===== src/rtl/dmg_vram_pkg.sv =====
// Shared widths, owner codes and FSM states
// for the VRAM access arbiter.
package dmg_vram_pkg;

    localparam int VRAM_AW = 13;
    localparam int VRAM_DW = 8;

    localparam logic [VRAM_DW-1:0] VRAM_OPEN_BUS = 8'hFF;

    typedef enum logic [1:0] {
        OWN_NONE = 2'd0,
        OWN_PPU  = 2'd1,
        OWN_DMA  = 2'd2,
        OWN_CPU  = 2'd3
    } owner_e;

    typedef enum logic [1:0] {
        ST_IDLE   = 2'd0,
        ST_SETUP  = 2'd1,
        ST_STROBE = 2'd2
    } state_e;

endpackage


===== src/rtl/vram_access_arbiter_if.sv =====
// Requester handshakes, read return path and
// VRAM pad signals of the access arbiter.
interface vram_access_arbiter_if
    import dmg_vram_pkg::*;
#(
    parameter int AW = VRAM_AW,
    parameter int DW = VRAM_DW
);

    logic          ppu_mode3;
    logic          ppu_req;
    logic [AW-1:0] ppu_addr;
    logic          ppu_ack;
    logic          dma_req;
    logic [AW-1:0] dma_addr;
    logic          dma_ack;
    logic          cpu_req;
    logic          cpu_we;
    logic [AW-1:0] cpu_addr;
    logic [DW-1:0] cpu_wdata;
    logic          cpu_ack;
    logic [DW-1:0] rdata;
    logic          rdata_valid;
    logic [1:0]    rdata_owner;
    logic [AW-1:0] ma;
    logic [DW-1:0] md_out;
    logic          md_oe;
    logic [DW-1:0] md_in;
    logic          nmcs;
    logic          nmoe;
    logic          nmwr;

    modport slave (
        input  ppu_mode3, ppu_req, ppu_addr,
        input  dma_req, dma_addr,
        input  cpu_req, cpu_we, cpu_addr, cpu_wdata,
        input  md_in,
        output ppu_ack, dma_ack, cpu_ack,
        output rdata, rdata_valid, rdata_owner,
        output ma, md_out, md_oe,
        output nmcs, nmoe, nmwr
    );

    modport master (
        output ppu_mode3, ppu_req, ppu_addr,
        output dma_req, dma_addr,
        output cpu_req, cpu_we, cpu_addr, cpu_wdata,
        output md_in,
        input  ppu_ack, dma_ack, cpu_ack,
        input  rdata, rdata_valid, rdata_owner,
        input  ma, md_out, md_oe,
        input  nmcs, nmoe, nmwr
    );

endinterface


===== src/rtl/vram_arb_prio.sv =====
// Fixed-priority picker: PPU > DMA > CPU, with
// DMA/CPU locked out during PPU mode 3.
module vram_arb_prio (
    input  logic       ppu_req,
    input  logic       dma_req,
    input  logic       cpu_req,
    input  logic       ppu_mode3,
    output logic [2:0] grant,
    output logic       cpu_blocked
);

    always_comb begin
        grant = 3'b000;
        priority case (1'b1)
            ppu_req:                grant = 3'b001;
            dma_req && !ppu_mode3:  grant = 3'b010;
            cpu_req && !ppu_mode3:  grant = 3'b100;
            default:                grant = 3'b000;
        endcase
    end

    // DMA is never eligible in mode 3, so only PPU can pre-empt
    assign cpu_blocked = cpu_req && ppu_mode3 && !ppu_req;

endmodule


===== src/rtl/vram_access_arbiter.sv =====
// VRAM bus sequencer and requester arbiter.
// Define VRAM_ARB_STATS_EN for CPU stall/blocked counters.
module vram_access_arbiter
    import dmg_vram_pkg::*;
#(
    parameter int            AW       = VRAM_AW,
    parameter int            DW       = VRAM_DW,
    parameter logic [DW-1:0] OPEN_BUS = VRAM_OPEN_BUS
) (
    input logic clk,
    input logic nreset,
    vram_access_arbiter_if.slave bus
`ifdef VRAM_ARB_STATS_EN
    ,
    output logic [15:0] stat_cpu_stall,
    output logic [15:0] stat_cpu_blocked
`endif
);

    state_e        state;
    logic [2:0]    grant;
    logic          cpu_blocked;
    logic          eval;
    logic          take;
    logic          blk;
    logic [AW-1:0] addr_q;
    logic          we_q;
    logic [DW-1:0] wdata_q;
    owner_e        own_q;
    logic [DW-1:0] rdata_q;
    logic          rvalid_q;
    owner_e        rown_q;

    vram_arb_prio u_prio (
        .ppu_req     (bus.ppu_req),
        .dma_req     (bus.dma_req),
        .cpu_req     (bus.cpu_req),
        .ppu_mode3   (bus.ppu_mode3),
        .grant       (grant),
        .cpu_blocked (cpu_blocked)
    );

    // Grants are taken in IDLE and in the last STROBE cycle
    assign eval = (state == ST_IDLE) || (state == ST_STROBE);
    assign take = eval && (grant != 3'b000);
    assign blk  = (state == ST_IDLE) && cpu_blocked;

    assign bus.ppu_ack = nreset && take && grant[0];
    assign bus.dma_ack = nreset && take && grant[1];
    assign bus.cpu_ack = nreset && ((take && grant[2]) || blk);

    always_ff @(posedge clk or negedge nreset) begin
        if (!nreset) begin
            state   <= ST_IDLE;
            addr_q  <= '0;
            we_q    <= 1'b0;
            wdata_q <= '0;
            own_q   <= OWN_NONE;
        end else begin
            unique case (state)
                ST_SETUP: state <= ST_STROBE;
                default:  state <= take ? ST_SETUP : ST_IDLE;
            endcase
            if (take) begin
                priority case (1'b1)
                    grant[0]: begin
                        addr_q <= bus.ppu_addr;
                        we_q   <= 1'b0;
                        own_q  <= OWN_PPU;
                    end
                    grant[1]: begin
                        addr_q <= bus.dma_addr;
                        we_q   <= 1'b0;
                        own_q  <= OWN_DMA;
                    end
                    default: begin
                        addr_q <= bus.cpu_addr;
                        we_q   <= bus.cpu_we;
                        own_q  <= OWN_CPU;
                        if (bus.cpu_we)
                            wdata_q <= bus.cpu_wdata;
                    end
                endcase
            end
        end
    end

    always_ff @(posedge clk or negedge nreset) begin
        if (!nreset) begin
            rdata_q  <= OPEN_BUS;
            rvalid_q <= 1'b0;
            rown_q   <= OWN_NONE;
        end else begin
            rvalid_q <= 1'b0;
            if (state == ST_STROBE && !we_q) begin
                rdata_q  <= bus.md_in;
                rvalid_q <= 1'b1;
                rown_q   <= own_q;
            end else if (blk && !bus.cpu_we) begin
                rdata_q  <= OPEN_BUS;
                rvalid_q <= 1'b1;
                rown_q   <= OWN_CPU;
            end
        end
    end

    assign bus.rdata       = rdata_q;
    assign bus.rdata_valid = rvalid_q;
    assign bus.rdata_owner = rown_q;

    assign bus.ma     = addr_q;
    assign bus.md_out = wdata_q;
    assign bus.md_oe  = (state == ST_STROBE) && we_q;
    assign bus.nmcs   = (state == ST_IDLE);
    assign bus.nmoe   = !((state == ST_STROBE) && !we_q);
    assign bus.nmwr   = !((state == ST_STROBE) && we_q);

`ifdef VRAM_ARB_STATS_EN
    always_ff @(posedge clk or negedge nreset) begin
        if (!nreset) begin
            stat_cpu_stall   <= '0;
            stat_cpu_blocked <= '0;
        end else begin
            if (bus.cpu_req && !bus.cpu_ack &&
                stat_cpu_stall != 16'hFFFF)
                stat_cpu_stall <= stat_cpu_stall + 16'd1;
            if (blk && stat_cpu_blocked != 16'hFFFF)
                stat_cpu_blocked <= stat_cpu_blocked + 16'd1;
        end
    end
`endif

endmodule


===== src/flat_wrapper.sv =====
// flat-port wrapper written by rule: the top's interface ports become plain ports
module vram_access_arbiter_flat import dmg_vram_pkg::*;
#(
    parameter int            AW       = VRAM_AW,
    parameter int            DW       = VRAM_DW,
    parameter logic [DW-1:0] OPEN_BUS = VRAM_OPEN_BUS
)
  (clk, nreset, bus_ppu_mode3, bus_ppu_req, bus_ppu_addr, bus_dma_req, bus_dma_addr, bus_cpu_req, bus_cpu_we, bus_cpu_addr, bus_cpu_wdata, bus_md_in, bus_ppu_ack, bus_dma_ack, bus_cpu_ack, bus_rdata, bus_rdata_valid, bus_rdata_owner, bus_ma, bus_md_out, bus_md_oe, bus_nmcs, bus_nmoe, bus_nmwr);
  vram_access_arbiter_if #(.AW(AW), .DW(DW)) bus_i ();
  input logic clk;
  input logic nreset;
  input wire logic [$bits(bus_i.ppu_mode3)-1:0] bus_ppu_mode3;
  input wire logic [$bits(bus_i.ppu_req)-1:0] bus_ppu_req;
  input wire logic [$bits(bus_i.ppu_addr)-1:0] bus_ppu_addr;
  input wire logic [$bits(bus_i.dma_req)-1:0] bus_dma_req;
  input wire logic [$bits(bus_i.dma_addr)-1:0] bus_dma_addr;
  input wire logic [$bits(bus_i.cpu_req)-1:0] bus_cpu_req;
  input wire logic [$bits(bus_i.cpu_we)-1:0] bus_cpu_we;
  input wire logic [$bits(bus_i.cpu_addr)-1:0] bus_cpu_addr;
  input wire logic [$bits(bus_i.cpu_wdata)-1:0] bus_cpu_wdata;
  input wire logic [$bits(bus_i.md_in)-1:0] bus_md_in;
  output wire logic [$bits(bus_i.ppu_ack)-1:0] bus_ppu_ack;
  output wire logic [$bits(bus_i.dma_ack)-1:0] bus_dma_ack;
  output wire logic [$bits(bus_i.cpu_ack)-1:0] bus_cpu_ack;
  output wire logic [$bits(bus_i.rdata)-1:0] bus_rdata;
  output wire logic [$bits(bus_i.rdata_valid)-1:0] bus_rdata_valid;
  output wire logic [$bits(bus_i.rdata_owner)-1:0] bus_rdata_owner;
  output wire logic [$bits(bus_i.ma)-1:0] bus_ma;
  output wire logic [$bits(bus_i.md_out)-1:0] bus_md_out;
  output wire logic [$bits(bus_i.md_oe)-1:0] bus_md_oe;
  output wire logic [$bits(bus_i.nmcs)-1:0] bus_nmcs;
  output wire logic [$bits(bus_i.nmoe)-1:0] bus_nmoe;
  output wire logic [$bits(bus_i.nmwr)-1:0] bus_nmwr;
  assign bus_i.ppu_mode3 = bus_ppu_mode3;
  assign bus_i.ppu_req = bus_ppu_req;
  assign bus_i.ppu_addr = bus_ppu_addr;
  assign bus_i.dma_req = bus_dma_req;
  assign bus_i.dma_addr = bus_dma_addr;
  assign bus_i.cpu_req = bus_cpu_req;
  assign bus_i.cpu_we = bus_cpu_we;
  assign bus_i.cpu_addr = bus_cpu_addr;
  assign bus_i.cpu_wdata = bus_cpu_wdata;
  assign bus_i.md_in = bus_md_in;
  assign bus_ppu_ack = bus_i.ppu_ack;
  assign bus_dma_ack = bus_i.dma_ack;
  assign bus_cpu_ack = bus_i.cpu_ack;
  assign bus_rdata = bus_i.rdata;
  assign bus_rdata_valid = bus_i.rdata_valid;
  assign bus_rdata_owner = bus_i.rdata_owner;
  assign bus_ma = bus_i.ma;
  assign bus_md_out = bus_i.md_out;
  assign bus_md_oe = bus_i.md_oe;
  assign bus_nmcs = bus_i.nmcs;
  assign bus_nmoe = bus_i.nmoe;
  assign bus_nmwr = bus_i.nmwr;
  vram_access_arbiter #(.AW(AW), .DW(DW), .OPEN_BUS(OPEN_BUS)) u_core (.clk(clk), .nreset(nreset), .bus(bus_i));
endmodule

===== config.mk =====
export PLATFORM = sky130hd
export DESIGN_NAME = vram_access_arbiter_flat
export DESIGN_NICKNAME = d
export VERILOG_FILES = /design/src/rtl/dmg_vram_pkg.sv /design/src/rtl/vram_access_arbiter_if.sv /design/src/rtl/vram_arb_prio.sv /design/src/rtl/vram_access_arbiter.sv /design/src/flat_wrapper.sv
export SDC_FILE = /design/constraint.sdc
export NUM_CORES = 1
export LEC_CHECK = 0
export ABC_AREA = 1
export CORE_MARGIN = 3
export CORE_UTILIZATION = 37
export CTS_BUF_LIST = sky130_fd_sc_hd__clkbuf_8
export CTS_CLUSTER_DIAMETER = 60
export DETAILED_ROUTE_END_ITERATION = 7
export PLACE_DENSITY_LB_ADDON = 0.25
export SYNTH_ARGS = -nofsm -noshare
export SYNTH_HDL_FRONTEND = slang
export SYNTH_SLANG_ARGS = --single-unit

===== constraint.sdc =====
create_clock -name clk -period 1.4 [get_ports clk]
set_clock_uncertainty 0.2 [all_clocks]
set_input_delay 0.35 -clock clk [delete_from_list [all_inputs] [get_ports clk]]
set_output_delay 0.35 -clock clk [all_outputs]
set_load 0.02 [all_outputs]

After elaboration in Yosys (flattened, before gate mapping):

Index checks and enable logic that the tools add are counted.

* word-level logic and storage cells: 55
* input port bits: 62
* register bits: 37

* muxes and demuxes: 17
* eq/ne operators: 2
* reductions and logical operators: 26
* bitwise logic cells: 2

Operator list (count)
* $mux W13: 2
* $mux W8: 2
* $logic_and A1 B1 Y1: 14
* $mux W3: 3
* $mux W2: 4
* $logic_not A1 Y1: 6
* $mux W1: 6
* $reduce_and A4 Y1: 1
* $reduce_bool A3 Y1: 1
* $eq A2 B1 Y1 const B: 1
* $eq A2 B2 Y1 const B: 1
* $logic_not A2 Y1: 1
* $logic_or A1 B1 Y1: 2
* $not A1 Y1: 2
* $reduce_bool A2 Y1: 1

Depth between registers and ports, before layout:

Gate-level depths: netlist of the first run.

* depth after elaboration: 10
* mapped depth: 8
* mapped depth without buffers: 7

Modules after synthesis:

From an unflattened synthesis of the first run, not the netlist that was laid out.

* cells, all modules: 248
* area total of the unflattened synthesis: 1974.4 µm²

Modules (own cells, without submodules)
* vram_access_arbiter: instances 1, area an instance 1928.1 µm², cells each 238
* vram_arb_prio: instances 1, area an instance 46.3 µm², cells each 10

Least setup slack after synthesis of the first run:

Ideal clock, no wire load.

* path type: input to output
* start point: in bus_ppu_req
* end point: out bus_dma_ack
* slack: -0.581 ns
* arrival time: 1.431 ns
* stages: 3
* cell sequence: buf_4 > clkbuf_1 > nor4_1

* cells in the longest elaborated chain, start to end: 5

Ends and longest elaborated chain
* start: declaration: line flat_wrapper.sv:13 `input wire logic [$bits(bus_i.ppu_req)-1:0] bus_ppu_req;`
* $mux W3 (*): line vram_arb_prio.sv:14 `priority case (1'b1)`
* $reduce_bool A3 Y1: line vram_access_arbiter.sv:45 `assign take = eval && (grant != 3'b000);`
* $logic_and A1 B1 Y1: line vram_access_arbiter.sv:45
* $logic_and A1 B1 Y1: line vram_access_arbiter.sv:49 `assign bus.dma_ack = nreset && take && grant[1];`
* $logic_and A1 B1 Y1 (*): line vram_access_arbiter.sv:49
* end: declaration: line flat_wrapper.sv:23 `output wire logic [$bits(bus_i.dma_ack)-1:0] bus_dma_ack;`

Mark *: on every way between the ends. The rest lies on a longest branch, timed or not.

Worst setup path in the final report of the first run:

* start point: reg u_core.state[0]
* end point: out bus_cpu_ack

* cells in the longest elaborated chain, start to end: 6

Ends and longest elaborated chain
* start: declaration: line vram_access_arbiter.sv:20 `state_e state;`
* start signal: assignment: line vram_access_arbiter.sv:62 `default: state <= take ? ST_SETUP : ST_IDLE;`
* $eq A2 B2 Y1 / $logic_not A2 Y1 (equally long branches): line vram_access_arbiter.sv:44, vram_access_arbiter.sv:46
* $logic_or A1 B1 Y1: line vram_access_arbiter.sv:44 `assign eval = (state == ST_IDLE) || (state == ST_STROBE);`
* $logic_and A1 B1 Y1: line vram_access_arbiter.sv:45
* $logic_and A1 B1 Y1: line vram_access_arbiter.sv:50 `assign bus.cpu_ack = nreset && ((take && grant[2]) || blk);`
* $logic_or A1 B1 Y1 (*): line vram_access_arbiter.sv:50
* $logic_and A1 B1 Y1 (*): line vram_access_arbiter.sv:50
* end: declaration: line flat_wrapper.sv:24 `output wire logic [$bits(bus_i.cpu_ack)-1:0] bus_cpu_ack;`

Marked as above.

==> impl_metrics.tcl, run 1 <==
set metrics [dict create \
    crit_path_top_delay_cell "dfrtp_2" \
    min_period_over_period 1.335 \
    rows 25 \
    setup_ws_ns -0.4688 \
    rrSetupSlack_ns -0.32 \
    layout.area.seq_um2 937.1 \
    critical_path_arrival_ns 1.32 \
    placedCellCount 434 \
    clockBufferDepth 2 \
    failed_checks "negative setup slack" \
    detailroute.via_count 2117 \
    ant_nets 0 \
    tritoncts_num_sinks 37 \
    clkTransAtPathRegs_ns 0.07 \
    detail_route.wirelength_mm 5.931 \
    type_of_the_tightest_min_delay_check "flip-flop to flip-flop" \
    placedInstanceArea_um2 3291 \
    final-setup-viol-count 42 \
    cpLargestDelayFamily "flip-flops" \
    power_density_nw_per_um2 1373 \
    critical_path.endpoint_type "output pin" \
    commonest_cells_after_routing_fill_and_taps_aside "96 x nand2_1, 56 x clkdlybuf4s50_1, 52 x nand3_1, 52 x buf_4, 33 x buf_6" \
    cts-htree-levels 2 \
    finish.instance_area_um2 3654 \
    port_buffers 100 \
    fraction_of_layout_cells_with_a_size_suffix_above_1 0.3553 \
    max-slew-margin-rel 0.6919 \
    initial_core_util 0.3962 \
    floorplan.die_area_um2 6128 \
    antenna_cells_inserted 0 \
    detailed_place_hpwl_mm 4.234 \
    cts_made_buffers 5 \
    gp_congestion 0.8226 \
    layoutNonFillerInstCount 461 \
    detail_route.drc_violations 0 \
    insertion_delay_of_the_later_clocked_pin_in_the_worst_skew_pair_ns 0.29 \
    core_region_um2 4880 \
    grt_first_pass_wirelength_mm 9.515 \
    p_leak_nw 1.828 \
    postSynthNetCount 304 \
    route.detailed.wl_per_inst_um 12.87 \
    yosysWarningCount 0 \
    fin_crit_ns 1.869 \
    irDropWorstVdd_uv 680.7 \
    hold-worst-slack_ns 0.2955 \
    final-max-slew-violation-count 0 \
    fmaxAchievable_ghz 0.5351 \
    height_of_the_die_um 78.28 \
    drt-initial-drc-count 66 \
    synth-seq-area-share 0.4841 \
    total_power_mw 5.015 \
    number_of_instances_in_the_synthesized_netlist 242 \
    buffers_inverters_on_critical_path 3 \
    num-fill-cells 385 \
    ioPinCount 101 \
    crit_path_cell_trace "inv_4, nand3_4, nor2_8, inv_2, a21oi_4, buf_6" \
    vias_per_cell 4.592 \
    asr_flop_ratio_synth 1.000 \
    synth-edff-count 0 \
    tns_ns -6.656 \
    initial_antenna_violation_count 0 \
    max_cap_viol_count 0 \
    globalRouteOverflowTotal 0 \
    area_of_combinational_cells_with_multiple_inputs_um2 947.2 \
    run_status "complete, but fails checks" \
    cpPeakStageDelay_ns 0.46 \
    syn_area_um2 1933 \
    groute.usage.overall 0.1950 \
    finalHoldViolCount 0 \
    largest_net_degree_at_the_start_of_global_routing 38 \
    synth_ff_type "dfrtp_1" \
    cp.required_ns 0.85 \
    rsz0062_at_grt "true" \
    timing.setup.critical_path_class "flip-flop to output pin" \
    synth-seq-cells 37 \
    final_nets 455 \
    first_global_vias 2046 \
    firstDrtPassIters 4 \
    cts_root_buf "clkbuf_8" \
    tritoncts "built" \
    setup.worst_path.start_class "flip-flop" \
    area.growth.synth_to_final_pct 89.00 \
    mostFrequentLayoutCell "nand2_1" \
    tightestPinTransition_ns 0.4622 \
    die_w_um 78.28 \
    yosys.cell_types.count 24 \
    critical_path.max_fanout 4 \
    syn_area_per_cell_um2 7.988 \
]
==> final timing paths <==
| check | start | cells past startpoint | end |
|---|---|---|---|
| setup / recovery | u_core.state[0]$_DFF_PN0_ | 6 | bus_cpu_ack |
| hold / removal | u_core.bus.rdata[5]$_DFFE_PN1P_ | 2 | u_core.bus.rdata[5]$_DFFE_PN1P_ |
| setup reg to reg | u_core.state[0]$_DFF_PN0_ | 8 | u_core.bus.rdata[7]$_DFFE_PN1P_ |
| hold reg to reg | u_core.bus.rdata[5]$_DFFE_PN1P_ | 2 | u_core.bus.rdata[5]$_DFFE_PN1P_ |
| max in group asynchronous | nreset | 3 | u_core.bus.rdata[1]$_DFFE_PN1P_ |
| min in group asynchronous | nreset | 3 | u_core.bus.ma[4]$_DFFE_PN0P_ |
==> logic make-up (layout without fill, tap and decap cells) <==
logic type,count (synthesis),count (layout),share of synthesized area
and+or+nand+nor,177,177,0.4350
buffers and inverters,24,176,0.07054
AOI/OAI and AO/OA,4,4,0.01035
DFF,37,37,0.4841
==> cells in the mapped netlist, drive strengths merged (2+ instances only) <==
cell	instances	area share
nand2	105	0.22
a21oi	3	0.0078
inv	14	0.030
dfstp	8	0.11
nand3	54	0.15
or2	8	0.026
nor2	6	0.023
nor3	2	0.010
buf	9	0.039
dfrtp	29	0.38
==> worst register-to-register path: cells and delay by family, from the launching register on <==
family                 cells  cell delay, ns
and+or+nand+nor            5            0.57
DFF                        1            0.46
buffers and inverters      3            0.43
==> what timing repair did <==
action / in CTS / in global routing
hold endpoints to repair: 29 / 0
gates cloned: 1 / 0
resized for setup: 208 / 49
pin swaps: 6 / 3
setup endpoints to repair: 75 / 70
setup buffers: 4 / 15
hold buffers: 1 / 0
==> cell type report <==
| class | count | share of cell area |
|---|---|---|
| clock buffers | 5 | 0.01884 |
| clock inverters | 3 | 0.01781 |
| inverters | 14 | 0.02363 |
| multi-input cells | 181 | 0.2592 |
| flip-flops and latches | 37 | 0.2565 |
| well taps | 67 | 0.02295 |
| repair buffers | 154 | 0.4010 |
==> state kept, by name, indices dropped and copies added, names as in the netlist <==
signal,count
u_core.bus.rdata_owner,2
u_core.bus.rdata,8
u_core.state,2
u_core.bus.md_out,8
u_core.bus.rdata_valid,1
u_core.we_q,1
u_core.own_q,2
u_core.bus.ma,13
==> power by group <==
part	switching, mW	internal [mW]	total, mW
registers	0.209	1.46	1.67
logic	1.04	1.22	2.26
clock network	0.378	0.708	1.09
total	1.63	3.39	5.02
==> layer usage <==
layer | GRT usage | share of wire
met5 | 0 | 0
met4 | 0.05594 | 0.017
met3 | 0.06193 | 0.075
met2 | 0.3553 | 0.52
met1 | 0.2168 | 0.39
==> per-stage QoR <==
| stage | util | setup slack (ns) |
|---|---|---|
| after global placement | 0.6744 | -1.228 |
| after global routing | 0.7487 | -0.5115 |
| final | 0.7487 | -0.4688 |
| after floorplan | - | -0.2558 |
| after CTS | 0.6974 | -0.4749 |
| after detailed placement | 0.6744 | -1.236 |
(Power assumes the default switching activity.)
==> run 2, diff against run 1 <==
- SKIP_CTS_REPAIR_TIMING: default -> 1
==> run 2 against run 1 <==
  * The flow still finishes with violations (negative setup slack)
  * Clock power about the same
  * Register-to-register slack gained 0.12 ns
  * Die area did not move
  * Highest routed layer unchanged
  * Sequential power is essentially flat
  * Power shrank 1.2%
  * Largest power group unchanged
  * Final cell count shrank 0.87%
  * Hold slack worse by 0.0043 ns
==> impl_metrics.tcl, run 2 (same netlist as run 1, synthesis figures left out) <==
set metrics [dict create \
    run_status "complete, but fails checks" \
    failed_checks "negative setup slack" \
    rows 25 \
    groute.layer.met2.usage 0.3339 \
    firstDrtPassIters 4 \
    share_seq_of_total_power 0.338 \
    tightestPinTransition_ns 0.4622 \
    first_global_vias 2007 \
    antenna_cells_inserted 0 \
    p_sw_frac 0.3243 \
    tns_ns -5.280 \
    final-setup-viol-count 42 \
    postLayoutCoreUtil 0.7462 \
    rsz0062_at_grt "true" \
    setup.worst_path.start_class "flip-flop" \
    mostFrequentLayoutCell "nand2_1" \
    setup_ws_ns -0.4689 \
    max-slew-margin-rel 0.6919 \
    critical_path.max_fanout 4 \
    ioPinCount 101 \
    height_of_the_die_um 78.28 \
    globalRouteMet1Util 0.2000 \
    logic_gate_share_of_total_power 0.444 \
    vias_per_cell 4.591 \
    initial_core_util 0.3962 \
    max_cap_viol_count 0 \
    port_buffers 100 \
    commonest_cells_after_routing_fill_and_taps_aside "96 x nand2_1, 56 x clkdlybuf4s50_1, 52 x nand3_1" \
    buffers_inverters_on_critical_path 3 \
    power_density_nw_per_um2 1360 \
    share_clk_of_total_power 0.219 \
    crit_path_top_delay_cell "dfrtp_2" \
    area_of_combinational_cells_with_multiple_inputs_um2 942.2 \
    finish.instance_area_um2 3641 \
    largest_register_ff_count 13 \
    floorplan.die_area_um2 6128 \
    cts_made_buffers 5 \
    tritoncts "built" \
    largest_net_degree_at_the_start_of_global_routing 38 \
    cpLargestDelayFamily "flip-flops" \
    tritoncts_num_sinks 37 \
    top_usage_layer "met2" \
    clkTransAtPathRegs_ns 0.07 \
    cts_root_buf "clkbuf_8" \
    clockBufferDepth 2 \
    drt-initial-drc-count 43 \
    groute.usage.overall 0.1852 \
    finalHoldViolCount 0 \
    core_region_um2 4880 \
    grt_first_pass_wirelength_mm 9.073 \
    critical_path.endpoint_type "output pin" \
    type_of_the_tightest_min_delay_check "flip-flop to flip-flop" \
    fraction_of_layout_cells_with_a_size_suffix_above_1 0.3410 \
    critical_path_arrival_ns 1.32 \
    irDropWorstVdd_uv 704.4 \
    route.detailed.wl_per_inst_um 12.67 \
    timing.setup.critical_path_class "flip-flop to output pin" \
    min_period_over_period 1.335 \
    insertion_delay_of_the_later_clocked_pin_in_the_worst_skew_pair_ns 0.29 \
    hold-worst-slack_ns 0.2912 \
    placedCellCount 434 \
    layoutNonFillerInstCount 457 \
    globalRouteOverflowTotal 0 \
    cpPeakStageDelay_ns 0.46 \
    sw_pwr_mw 1.606 \
    fin_crit_ns 1.869 \
    fmaxAchievable_ghz 0.5351 \
    final-max-slew-violation-count 0 \
    p_leak_nw 1.834 \
    cts-htree-levels 2 \
    layout.area.seq_um2 937.1 \
    initial_antenna_violation_count 0 \
    detailroute.via_count 2098 \
    ant_nets 0 \
    cellInternalPower_mw 3.347 \
    grt.met3_usage 0.06766 \
    detail_route.drc_violations 0 \
    detail_route.wirelength_mm 5.789 \
    final_nets 451 \
    area.growth.synth_to_final_pct 88.35 \
    cp.required_ns 0.85 \
    gp_congestion 0.8226 \
    num-fill-cells 386 \
    crit_path_cell_trace "inv_4, nand3_4, nor2_8, inv_2, a21oi_4, buf_6" \
    die_w_um 78.28 \
    detailed_place_hpwl_mm 4.234 \
    placedInstanceArea_um2 3291 \
]
## run 2: power by group through the flow
stage	registers [mW]	logic (mW)	clock network, mW
global placement	1.63	1.96	0
detailed placement	1.65	1.98	0
floorplan	2.02	0.549	0
global route	1.71	2.36	1.17
CTS	1.63	1.99	1.10
finish	1.67	2.20	1.08
## run 2: path summary, 6_finish.rpt
| path | start | endpoint | slack (ns) | cells after the start |
|---|---|---|---|---|
| worst max register to register | u_core.state[0]$_DFF_PN0_ | u_core.bus.rdata[7]$_DFFE_PN1P_ | -0.20 | 7 |
| worst min register to register | u_core.bus.rdata[0]$_DFFE_PN1P_ | u_core.bus.rdata[0]$_DFFE_PN1P_ | 0.29 | 2 |
| min in group asynchronous | nreset | u_core.bus.ma[4]$_DFFE_PN0P_ | 0.55 | 3 |
| worst max-delay path | u_core.state[0]$_DFF_PN0_ | bus_cpu_ack | -0.47 | 6 |
| worst min-delay path | u_core.bus.rdata[0]$_DFFE_PN1P_ | u_core.bus.rdata[0]$_DFFE_PN1P_ | 0.29 | 2 |
| max in group asynchronous | nreset | u_core.bus.rdata[1]$_DFFE_PN1P_ | 0.10 | 3 |
## run 2: cell type report
type | count | share of cell area
timing repair buffer | 150 | 0.4010
multi-input combinational | 181 | 0.2588
sequential | 37 | 0.2574
clock inverter | 3 | 0.01787
clock buffer | 5 | 0.01890
inverter | 14 | 0.02302
tap | 67 | 0.02302
## run 2: worst min-delay path, cell delays in order, from the launching register on
cell,delay [ns]
dfstp_2,0.37
nand3_1,0.07
nand2_1,0.05
## run 2: stage by stage
step / setup slack, ns / power (mW)
2_1_floorplan: -0.2558 / 2.566
3_3_place_gp: -1.228 / 3.589
3_5_place_dp: -1.236 / 3.629
4_1_cts: -1.237 / 4.720
5_1_grt: -0.5174 / 5.238
6_report: -0.4689 / 4.953
## run 2: metal layers
| layer | vias up | share of wire |
|---|---|---|
| li1 | 1066 | - |
| met1 | 953 | 0.40 |
| met2 | 71 | 0.51 |
| met3 | 8 | 0.077 |
| met4 | 0 | 0.015 |
| met5 | - | 0 |
==> run 3, diff against run 2 <==
==> constraint.sdc (replaced) <==
create_clock -name clk -period 1.4 [get_ports clk]
set_clock_uncertainty 0.2 [all_clocks]
set_input_delay 0.14 -clock clk [delete_from_list [all_inputs] [get_ports clk]]
set_output_delay 0.14 -clock clk [all_outputs]
set_load 0.02 [all_outputs]
==> run 3 against run 2 <==
  * The flow still finishes with violations (negative setup slack)
  * Critical endpoint unchanged
  * Global-route usage is 0.053 points higher
  * Maximum frequency grew 9.4%
  * Clock power is 14% lower
  * Combinational power fell by 16%
  * Via count shrank 2.8%
==> impl_metrics.tcl, run 3 (same netlist as run 1, synthesis figures left out) <==
set metrics [dict create \
    final_nets 433 \
    detail_route.wirelength_mm 5.863 \
    detailroute.wirelength.met3_um 277 \
    power_density_nw_per_um2 1257 \
    vias_per_cell 4.647 \
    ant_nets 0 \
    critical_path.startpoint "u_core.state[0]$_DFF_PN0_" \
    tightestPinTransition_ns 0.4730 \
    ioPinCount 101 \
    antenna_cells_inserted 0 \
    maxUsedRoutingLayer "met4" \
    commonest_cells_after_routing_fill_and_taps_aside "94 x nand2_1, 57 x clkdlybuf4s50_1, 52 x nand3_1" \
    gp_congestion 0.7631 \
    irDropWorstVdd_uv 956.4 \
    final-max-slew-violation-count 0 \
    rows 25 \
    first_global_vias 1924 \
    tritoncts "built" \
    initial_core_util 0.3962 \
    fin_crit_ns 1.708 \
    reg2reg_to "u_core.bus.rdata[7]$_DFFE_PN1P_" \
    cts_made_buffers 5 \
    num-fill-cells 407 \
    cellInternalPower_mw 2.849 \
    sw_pwr_mw 1.554 \
    tritoncts_num_sinks 37 \
    globalRouteOverflowTotal 0 \
    max-slew-margin-rel 0.6847 \
    run_status "complete, but fails checks" \
    type_of_the_tightest_min_delay_check "primary input to flip-flop" \
    critical_path.endpoint_type "output pin" \
    detailed_place_hpwl_mm 4.193 \
    crit_path_cell_trace "inv_4, nand3_4, nor2_8, inv_2, a21oi_2, buf_6" \
    logic_gate_share_of_total_power 0.420 \
    height_of_the_die_um 78.28 \
    share_seq_of_total_power 0.369 \
    cts-htree-levels 2 \
    die_w_um 78.28 \
    dpl_worst_slack_ns -0.7071 \
    grt_first_pass_wirelength_mm 9.052 \
    p_sw_frac 0.3530 \
    cp.required_ns 1.06 \
    layoutNonFillerInstCount 439 \
    share_clk_of_total_power 0.210 \
    endpoint "bus_cpu_ack" \
    min_period_over_period 1.220 \
    insertion_delay_of_the_later_clocked_pin_in_the_worst_skew_pair_ns 0.30 \
    area.growth.synth_to_final_pct 81.23 \
    detailroute.via_count 2040 \
    port_buffers 100 \
    fmaxAchievable_ghz 0.5856 \
    fraction_of_layout_cells_with_a_size_suffix_above_1 0.2446 \
    timing.setup.critical_path_class "flip-flop to output pin" \
    route.layer.met1.wl_mm 2.463 \
    reg2reg_from "u_core.state[0]$_DFF_PN0_" \
    route.detailed.wl_per_inst_um 13.36 \
    setup_ws_ns -0.3078 \
    area_of_combinational_cells_with_multiple_inputs_um2 964.7 \
    hold_path_startpoint "bus_cpu_wdata[3]" \
    clkTransAtPathRegs_ns 0.08 \
    detail_route.drc_violations 0 \
    cts_root_buf "clkbuf_8" \
    p_leak_nw 1.952 \
    largest_register_ff_count 13 \
    firstDrtPassIters 4 \
    rrSetupSlack_ns -0.25 \
    clockBufferDepth 2 \
    drt-initial-drc-count 57 \
    layout.area.seq_um2 937.1 \
    dr_wl_met2_mm 3.039 \
    failed_checks "negative setup slack" \
    crit_path_top_delay_cell "dfrtp_2" \
    critical_path_arrival_ns 1.37 \
    setup.worst_path.start_class "flip-flop" \
    largest_net_degree_at_the_start_of_global_routing 38 \
    rsz0062_at_grt "true" \
    finalHoldViolCount 0 \
    floorplan.die_area_um2 6128 \
    critical_path.max_fanout 5 \
    groute.usage.overall 0.1858 \
    core_region_um2 4880 \
    initial_antenna_violation_count 0 \
    total_power_mw 4.404 \
    cpPeakStageDelay_ns 0.48 \
    final-setup-viol-count 27 \
    ff2ff_path_depth 7 \
    placedCellCount 425 \
    max_cap_viol_count 0 \
    mostFrequentLayoutCell "nand2_1" \
]
-- run 3: cell types whose count changed in the layout (fill, tap and decap cells not counted), moves of 2 or more --
| cell | before | now |
|---|---|---|
| a21oi_2 | 0 | 2 |
| buf_2 | 3 | 1 |
| buf_4 | 46 | 22 |
| buf_6 | 33 | 9 |
| clkbuf_2 | 3 | 8 |
| dlymetal6s2s_1 | 3 | 27 |
| nand2_1 | 96 | 94 |
| nand2_2 | 4 | 7 |
-- run 3: cell type report --
| class | instances | area share |
|---|---|---|
| Timing Repair Buffer | 131 | 0.3839 |
| Multi-Input combinational cell | 182 | 0.2754 |
| Sequential cell | 37 | 0.2675 |
| Tap cell | 67 | 0.02393 |
| Clock buffer | 5 | 0.01964 |
| Inverter | 14 | 0.01786 |
| Clock inverter | 3 | 0.01179 |
-- run 3: metal layers --
metal	up-vias	GRT usage
met5	-	0
met4	0	0.06294
met3	6	0.04243
met2	52	0.3108
met1	948	0.2367
li1	1034	-
-- run 3: critical path: cells and delay by family, from the launching register on --
family / cells / cell delay [ns]
and+or+nand+nor: 2 / 0.18
buffers and inverters: 3 / 0.26
AOI/OAI and AO/OA: 1 / 0.15
DFF: 1 / 0.48
-- run 3: power by group through the flow --
stage	sequential [mW]	clock (mW)	combinational (mW)
2_1_floorplan	2.02	0	0.526
3_3_place_gp	1.64	0	1.85
3_5_place_dp	1.64	0	1.89
4_1_cts	1.63	0.938	1.89
5_1_grt	1.67	0.991	2.00
6_report	1.63	0.925	1.85
-- run 3: how the worst min path moves through the flow --
stage,cells past startpoint,slack [ns],end
2_1_floorplan,0,-0.36,u_core.bus.ma[0]$_DFFE_PN0P_
3_3_place_gp,2,0.07,u_core.bus.ma[7]$_DFFE_PN0P_
4_1_cts,2,-0.27,u_core.bus.ma[2]$_DFFE_PN0P_
6_report,3,0.20,u_core.bus.md_out[3]$_DFFE_PN0P_
5_1_grt,3,0.21,u_core.bus.md_out[3]$_DFFE_PN0P_
3_5_place_dp,2,0.06,u_core.bus.ma[2]$_DFFE_PN0P_
-- run 3: stage by stage --
stage | cell area, um^2 | hold slack, ns | setup TNS, ns | utilization
floorplan | 1956 | -0.3556 | -0.1033 | -
global placement | 3152 | 0.06515 | -17.15 | 0.6459
detailed placement | 3152 | 0.06347 | -17.98 | 0.6459
CTS | 3262 | -0.2657 | -17.87 | 0.6685
global route | 3503 | 0.2082 | -5.965 | 0.7179
finish | 3503 | 0.2045 | -3.951 | 0.7179
